--- src/rtl/line_writeback_pkg.sv ---
// Shared cache definitions: physical address type, AXI encodings, line geometry helpers.
// Used by both the stream buffer and the write-back buffer so they agree on layout.
package line_writeback_pkg;

  typedef logic [31:0] phys_t;

  localparam int AXI_ID_W = 4;

  localparam logic [1:0] BURST_INCR  = 2'b01;
  localparam logic [2:0] SIZE_4B     = 3'b010;
  localparam logic [1:0] RESP_OKAY   = 2'b00;
  localparam logic [1:0] RESP_SLVERR = 2'b10;
  localparam logic [1:0] RESP_DECERR = 2'b11;

  typedef enum logic [1:0] {
    WB_IDLE = 2'd0,
    WB_ADDR = 2'd1,
    WB_DATA = 2'd2,
    WB_RESP = 2'd3
  } wb_state_e;

  function automatic int line_byte_offset(input int line_width);
    return $clog2(line_width / 8);
  endfunction

  function automatic int label_width(input int line_width);
    return $bits(phys_t) - line_byte_offset(line_width);
  endfunction

endpackage

--- src/rtl/axi3_wr_if.sv ---
// AXI3 write-direction channels (AW/W/B) with 32-bit data.
interface axi3_wr_if;

  logic                                      awvalid;
  logic                                      awready;
  logic [line_writeback_pkg::AXI_ID_W-1:0]   awid;
  line_writeback_pkg::phys_t                 awaddr;
  logic [3:0]                                awlen;
  logic [2:0]                                awsize;
  logic [1:0]                                awburst;
  logic [1:0]                                awlock;
  logic [3:0]                                awcache;
  logic [2:0]                                awprot;

  logic                                      wvalid;
  logic                                      wready;
  logic [line_writeback_pkg::AXI_ID_W-1:0]   wid;
  logic [31:0]                               wdata;
  logic [3:0]                                wstrb;
  logic                                      wlast;

  logic                                      bvalid;
  logic                                      bready;
  logic [line_writeback_pkg::AXI_ID_W-1:0]   bid;
  logic [1:0]                                bresp;

  modport master (
    output awvalid, awid, awaddr, awlen, awsize, awburst, awlock, awcache, awprot,
    input  awready,
    output wvalid, wid, wdata, wstrb, wlast,
    input  wready,
    input  bvalid, bid, bresp,
    output bready
  );

  modport slave (
    input  awvalid, awid, awaddr, awlen, awsize, awburst, awlock, awcache, awprot,
    output awready,
    input  wvalid, wid, wdata, wstrb, wlast,
    output wready,
    output bvalid, bid, bresp,
    input  bready
  );

endinterface

--- src/rtl/line_writeback.sv ---
// Single-entry write-back buffer: one dirty line becomes one AXI3 INCR burst; the held line is snoopable.
// Latency: done 11 cycles after accept with a ready slave; each channel stalls freely on its ready/valid.
module line_writeback
  import line_writeback_pkg::*;
#(
  parameter int  LINE_WIDTH       = 256,
  parameter int  AWID             = 2,
  localparam int LINE_BYTE_OFFSET = line_byte_offset(LINE_WIDTH),
  localparam int LABEL_WIDTH      = label_width(LINE_WIDTH),
  localparam int BEATS            = LINE_WIDTH / 32
) (
  input  logic                   clk,
  input  logic                   rst,
  input  logic                   wb_req,
  input  logic [LABEL_WIDTH-1:0] wb_label,
  input  logic [LINE_WIDTH-1:0]  wb_data,
  output logic                   wb_ready,
  output logic                   wb_done,
  output logic                   wb_err,
  input  logic [LABEL_WIDTH-1:0] lookup_label,
  output logic                   lookup_hit,
  output logic [LINE_WIDTH-1:0]  lookup_data,
  axi3_wr_if.master              axi
);

  localparam int                CNT_W     = (BEATS > 1) ? $clog2(BEATS) : 1;
  localparam logic [CNT_W-1:0]  LAST_BEAT = CNT_W'(BEATS - 1);
  localparam logic [AXI_ID_W-1:0] ID      = AXI_ID_W'(AWID);

  wb_state_e              state_q, state_d;
  logic [LABEL_WIDTH-1:0] label_q, label_d;
  logic [LINE_WIDTH-1:0]  data_q, data_d;
  logic [CNT_W-1:0]       cnt_q, cnt_d;
  logic                   done_q, done_d;
  logic                   err_q, err_d;
  logic                   b_match;

  // Responses for other IDs are not ours; bready stays up so they drain.
  assign b_match = axi.bvalid && (axi.bid == ID);

  always_ff @(posedge clk or posedge rst) begin
    if (rst) begin
      state_q <= WB_IDLE;
    end else begin
      state_q <= state_d;
    end
  end

  always_ff @(posedge clk or posedge rst) begin
    if (rst) begin
      label_q <= '0;
      data_q  <= '0;
      cnt_q   <= '0;
      done_q  <= 1'b0;
      err_q   <= 1'b0;
    end else begin
      label_q <= label_d;
      data_q  <= data_d;
      cnt_q   <= cnt_d;
      done_q  <= done_d;
      err_q   <= err_d;
    end
  end

  always_comb begin
    state_d = state_q;
    label_d = label_q;
    data_d  = data_q;
    cnt_d   = cnt_q;
    done_d  = 1'b0;
    err_d   = 1'b0;
    case (state_q)
      WB_IDLE: begin
        if (wb_req) begin
          label_d = wb_label;
          data_d  = wb_data;
          cnt_d   = '0;
          state_d = WB_ADDR;
        end
      end
      WB_ADDR: begin
        if (axi.awready) state_d = WB_DATA;
      end
      WB_DATA: begin
        if (axi.wready) begin
          cnt_d = cnt_q + CNT_W'(1);
          if (cnt_q == LAST_BEAT) state_d = WB_RESP;
        end
      end
      WB_RESP: begin
        if (b_match) begin
          done_d  = 1'b1;
          err_d   = (axi.bresp == RESP_SLVERR) || (axi.bresp == RESP_DECERR);
          state_d = WB_IDLE;
        end
      end
      default: state_d = WB_IDLE;
    endcase
  end

  always_comb begin
    axi.awvalid = (state_q == WB_ADDR);
    axi.wvalid  = (state_q == WB_DATA);
    axi.wlast   = (state_q == WB_DATA) && (cnt_q == LAST_BEAT);
    axi.bready  = (state_q == WB_RESP);
    wb_ready    = (state_q == WB_IDLE);
  end

  assign axi.awid    = ID;
  assign axi.awaddr  = {label_q, {LINE_BYTE_OFFSET{1'b0}}};
  assign axi.awlen   = 4'(BEATS - 1);
  assign axi.awsize  = SIZE_4B;
  assign axi.awburst = BURST_INCR;
  assign axi.awlock  = 2'b00;
  assign axi.awcache = 4'b0000;
  assign axi.awprot  = 3'b000;
  assign axi.wid     = ID;
  assign axi.wdata   = data_q[32*cnt_q +: 32];
  assign axi.wstrb   = 4'hf;

  assign wb_done     = done_q;
  assign wb_err      = err_q;
  assign lookup_hit  = (state_q != WB_IDLE) && (lookup_label == label_q);
  assign lookup_data = data_q;

endmodule

--- src/flat_wrapper.sv ---
// flat-port wrapper written by rule: the top's interface ports become plain ports
module line_writeback_flat import line_writeback_pkg::*;
#(
  parameter int  LINE_WIDTH       = 256,
  parameter int  AWID             = 2,
  localparam int LINE_BYTE_OFFSET = line_byte_offset(LINE_WIDTH),
  localparam int LABEL_WIDTH      = label_width(LINE_WIDTH),
  localparam int BEATS            = LINE_WIDTH / 32
)
  (clk, rst, wb_req, wb_label, wb_data, wb_ready, wb_done, wb_err, lookup_label, lookup_hit, lookup_data, axi_awvalid, axi_awid, axi_awaddr, axi_awlen, axi_awsize, axi_awburst, axi_awlock, axi_awcache, axi_awprot, axi_awready, axi_wvalid, axi_wid, axi_wdata, axi_wstrb, axi_wlast, axi_wready, axi_bvalid, axi_bid, axi_bresp, axi_bready);
  axi3_wr_if axi_i ();
  input  logic clk;
  input  logic rst;
  input  logic wb_req;
  input  logic [LABEL_WIDTH-1:0] wb_label;
  input  logic [LINE_WIDTH-1:0] wb_data;
  output logic wb_ready;
  output logic wb_done;
  output logic wb_err;
  input  logic [LABEL_WIDTH-1:0] lookup_label;
  output logic lookup_hit;
  output logic [LINE_WIDTH-1:0] lookup_data;
  output wire logic [$bits(axi_i.awvalid)-1:0] axi_awvalid;
  output wire logic [$bits(axi_i.awid)-1:0] axi_awid;
  output wire logic [$bits(axi_i.awaddr)-1:0] axi_awaddr;
  output wire logic [$bits(axi_i.awlen)-1:0] axi_awlen;
  output wire logic [$bits(axi_i.awsize)-1:0] axi_awsize;
  output wire logic [$bits(axi_i.awburst)-1:0] axi_awburst;
  output wire logic [$bits(axi_i.awlock)-1:0] axi_awlock;
  output wire logic [$bits(axi_i.awcache)-1:0] axi_awcache;
  output wire logic [$bits(axi_i.awprot)-1:0] axi_awprot;
  input wire logic [$bits(axi_i.awready)-1:0] axi_awready;
  output wire logic [$bits(axi_i.wvalid)-1:0] axi_wvalid;
  output wire logic [$bits(axi_i.wid)-1:0] axi_wid;
  output wire logic [$bits(axi_i.wdata)-1:0] axi_wdata;
  output wire logic [$bits(axi_i.wstrb)-1:0] axi_wstrb;
  output wire logic [$bits(axi_i.wlast)-1:0] axi_wlast;
  input wire logic [$bits(axi_i.wready)-1:0] axi_wready;
  input wire logic [$bits(axi_i.bvalid)-1:0] axi_bvalid;
  input wire logic [$bits(axi_i.bid)-1:0] axi_bid;
  input wire logic [$bits(axi_i.bresp)-1:0] axi_bresp;
  output wire logic [$bits(axi_i.bready)-1:0] axi_bready;
  assign axi_awvalid = axi_i.awvalid;
  assign axi_awid = axi_i.awid;
  assign axi_awaddr = axi_i.awaddr;
  assign axi_awlen = axi_i.awlen;
  assign axi_awsize = axi_i.awsize;
  assign axi_awburst = axi_i.awburst;
  assign axi_awlock = axi_i.awlock;
  assign axi_awcache = axi_i.awcache;
  assign axi_awprot = axi_i.awprot;
  assign axi_i.awready = axi_awready;
  assign axi_wvalid = axi_i.wvalid;
  assign axi_wid = axi_i.wid;
  assign axi_wdata = axi_i.wdata;
  assign axi_wstrb = axi_i.wstrb;
  assign axi_wlast = axi_i.wlast;
  assign axi_i.wready = axi_wready;
  assign axi_i.bvalid = axi_bvalid;
  assign axi_i.bid = axi_bid;
  assign axi_i.bresp = axi_bresp;
  assign axi_bready = axi_i.bready;
  line_writeback #(.LINE_WIDTH(LINE_WIDTH), .AWID(AWID)) u_core (.clk(clk), .rst(rst), .wb_req(wb_req), .wb_label(wb_label), .wb_data(wb_data), .wb_ready(wb_ready), .wb_done(wb_done), .wb_err(wb_err), .lookup_label(lookup_label), .lookup_hit(lookup_hit), .lookup_data(lookup_data), .axi(axi_i));
endmodule
--- config.mk ---
export PLATFORM = sky130hd
export DESIGN_NAME = line_writeback_flat
export DESIGN_NICKNAME = d
export VERILOG_FILES = /design/src/rtl/line_writeback_pkg.sv /design/src/rtl/axi3_wr_if.sv /design/src/rtl/line_writeback.sv /design/src/flat_wrapper.sv
export SDC_FILE = /design/constraint.sdc
export NUM_CORES = 1
export LEC_CHECK = 0
export ABC_AREA = 1
export BUFFER_PORTS_ARGS = -buffer_cell sky130_fd_sc_hd__buf_2
export CAP_MARGIN = 20
export CORE_AREA = 3 3 262 264
export DETAILED_ROUTE_END_ITERATION = 10
export DIE_AREA = 0 0 265 267
export PLACE_DENSITY = 0.51
export SLEW_MARGIN = 10
export SYNTH_ARGS = -nofsm -noshare
export SYNTH_HDL_FRONTEND = slang
export SYNTH_SLANG_ARGS = --single-unit
--- constraint.sdc ---
create_clock -name clk -period 12.65 [get_ports clk]
set_input_delay 2.53 -clock clk [delete_from_list [all_inputs] [get_ports clk]]
set_output_delay 2.53 -clock clk [all_outputs]
set_load 0.03 [all_outputs]
==> results.md <==
- Data arrival, critical path: about 3.5 ns
- Fmax: ~0.17 GHz
- Detail Route Antenna Nets: 0
- Fill count: about 7200
- Largest net degree at the start of global routing: between 100 and 150
- # Max-Cap Violations: 0
- Sw frac: 0.524
- Most frequent cells in the layout: buf_2 (643), dfrtp_1 (287), mux2_1 (193), nand2_1 (191), nor2_1 (172)
- Antenna violations before repair: 10
- Synth Register Bits: 290
- Util after Layout: 0.283
- FP Rows: 95
- Final Net Count: ~2300
- Die height: about 270 µm
- Clk sinks: 290
- CP bufs+invs: 2
- Area of the multi-input gates: about 0.0057 mm²
- Syn-to-layout area delta: 35.1%
- Clock skew: between 0.02 and 0.03 ns
- Critical path peak fanout: 1
- Resized cells post-CTS: 0
- Drc violations: 0
- Die Area: between 0.07 and 0.08 mm²
- Mapped cell area: around 0.014 mm²
- PD cells: about 340 mW/mm²
- Dpl hpwl: 43700 µm
- Clk pin slew, worst setup/hold paths: ~0.060 ns
- Pleak: roughly 9.5 nW
- Worst stage delay on the critical path: around 0.23 ns
- Avg Vias per Cell: ~4.3
- Worst-path cell chain: buf_2 > xnor2_1 > nand2_1 > nor2_1 > nand3_1 > nor2_1 > buf_2
- Most common cell after layout, fill and taps aside: buf_2
- Vias: about 13000
- Root Buffer: clkbuf_16
- GR Overflow Total: 0
- Routed WL per cell: roughly 20 µm
- Number of distinct library cells after synthesis: 24
- First-pass GRT wire length: 82300 µm
- I/O Buffers: between 600 and 700
- Initial Utilization: 0.209
- CTS Buf Count: 35
- Final setup viols: 0
- Startpoint class of the critical path: input pin
- Sum Neg Setup Slack: 0 ns
- Peak supply drop: between 150 and 200 µV
- Sw Pwr: around 3.3 mW
- Slew HR: 0.310
- Gate power share: 0.552
- Worst EP required: 10.12 ns
- Setup bufs post-CTS: 0
- Total Power: about 6.3 mW
- Kind of end point of the critical path: primary output
- Number of global-route vias before repair: 12600
- WS Path Type: in2out
- Worst-skew pair later-pin latency: approximately 0.56 ns
- Max-slew violation count: 0
- Seq/Total Area, Yosys: 0.519
- Post-DP Area: around 0.018 mm²
- Post-CTS Hold Fix Bufs: 0
- Total track usage: 0.155
- Period Utilization, post-route: 0.478
- Post-synthesis average cell area: around 10 µm²
- Hold Fails Final Rpt: 0
- Syn Inst Count: around 1400
- Die X: about 270 µm
- Tmin final: just over 6 ns
- Hold Path Class: reg2reg
- Register Area: between 0.007 and 0.008 mm²
- Status: finished, final reports clean
- Sequential Power Share: 0.285
- Final WL: 57900 µm
- IO Pins: 680
- Worst slew pin tran: between 1 and 1.5 ns
- GPL Wtd Cong: 0.837
- Share of cells above drive strength 1: 0.369
- Clock Power Share: 0.163
- Top Family by Delay on Critical Path: simple AND/OR/NAND/NOR gates
- RSZ-0062 raised after global routing: no
- DRT Pass-1 Iters: 5
- # H-tree levels: 2
- Slowest cell on the critical path: buf_2
- Core box area: ~0.067 mm²
- CTS tree: yes
- Post-route cell area: roughly 0.019 mm²
- Internal: 3.02 mW
- CTS Buffer Depth: 3
- DRT iter0 DRCs: around 570
- Synth Warn #: 0
worst register-to-register path: stages (launching register included):
cell	delay, ns
dfrtp_1	0.40
inv_1	0.09
ha_1	0.38
nand2_8	0.65
buf_4	0.96
buf_4	0.92
mux2_1	0.49
final timing paths:
kind,startpoint,slack [ns],depth (start not counted),to
setup / recovery,lookup_label[24],6.61,7,lookup_hit
hold reg to reg,u_core.lookup_data[129],0.51,1,u_core.lookup_data[129]
setup reg to reg,u_core.state_q[0],8.65,6,u_core.lookup_data[248]
min in group asynchronous,rst,2.09,2,u_core.lookup_data[33]
max in group asynchronous,rst,9.16,3,u_core.lookup_data[218]
hold / removal,u_core.lookup_data[129],0.51,1,u_core.lookup_data[129]
cell type report:
class | instances | area share
Clock inverter | 7 | 0.00563
Timing Repair Buffer | 657 | 0.177
Antenna cell | 3 | 0.000397
Multi-Input combinational cell | 925 | 0.300
Sequential cell | 290 | 0.385
Inverter | 95 | 0.0194
Tap cell | 873 | 0.0578
Clock buffer | 54 | 0.0555
power by group through the flow:
stage                     sequential [mW]  combinational (mW)  clock, mW
after floorplan                      2.61                1.47          0
after global placement               1.81                3.57          0
after detailed placement             1.83                3.58          0
after CTS                            1.82                3.60       1.07
after global routing                 1.88                3.78       1.10
final                                1.81                3.50       1.03
flip-flops by register name, summed over array words and instances, names as in the netlist:
name	count
u_core.cnt_q	3
u_core.label_q	27
u_core.lookup_data	256
u_core.wb_err	1
u_core.state_q	2
u_core.wb_done	1
Yosys cell counts:
master,count,area [µm²]
o21ai_0,134,671
xnor2_1,2,17.5
buf_6,27,304
clkbuf_1,23,86.3
mux2_2,34,383
ha_1,6,75.1
nand2_2,1,6.26
nand2_1,191,717
o22ai_1,34,213
nand4_1,1,6.26
inv_2,1,3.75
o21ai_1,27,135
buf_4,40,300
dfrtp_1,290,7260
nor3b_1,1,7.51
nor2_1,172,646
o31ai_1,1,7.51
buf_1,4,15.0
buf_2,27,135
conb_1,2,7.51
inv_1,94,353
nand3_1,5,25.0
a21oi_1,88,440
mux2_1,193,2170
cell families after synthesis:
group / synth area share
DFF: 0.519
AOI/OAI and AO/OA: 0.105
and+or+nand+nor: 0.101
buffers and inverters: 0.0856
adders and majority gates: 0.00537
xor gates and xnor gates: 0.00125
other: 0.000537
muxes: 0.183
layer usage:
| layer | up-vias | wire (µm) | track usage |
|---|---|---|---|
| met5 | - | 0 | 0 |
| met4 | 0 | 1820 | 0.0529 |
| met3 | 74 | 4560 | 0.0460 |
| met2 | 545 | 30300 | 0.291 |
| met1 | 6090 | 21200 | 0.166 |
| li1 | 5811 | - | - |
through the flow:
stage	hold slack, ns	worst slack, ns	std cells
after global routing	0.534	6.25	2904
after CTS	0.511	6.29	2901
after detailed placement	0.498	6.59	2840
final	0.506	6.61	2904
after global placement	0.489	6.58	2840
after floorplan	0.490	2.11	1431
Note: power is estimated with default switching activity, not from simulation.
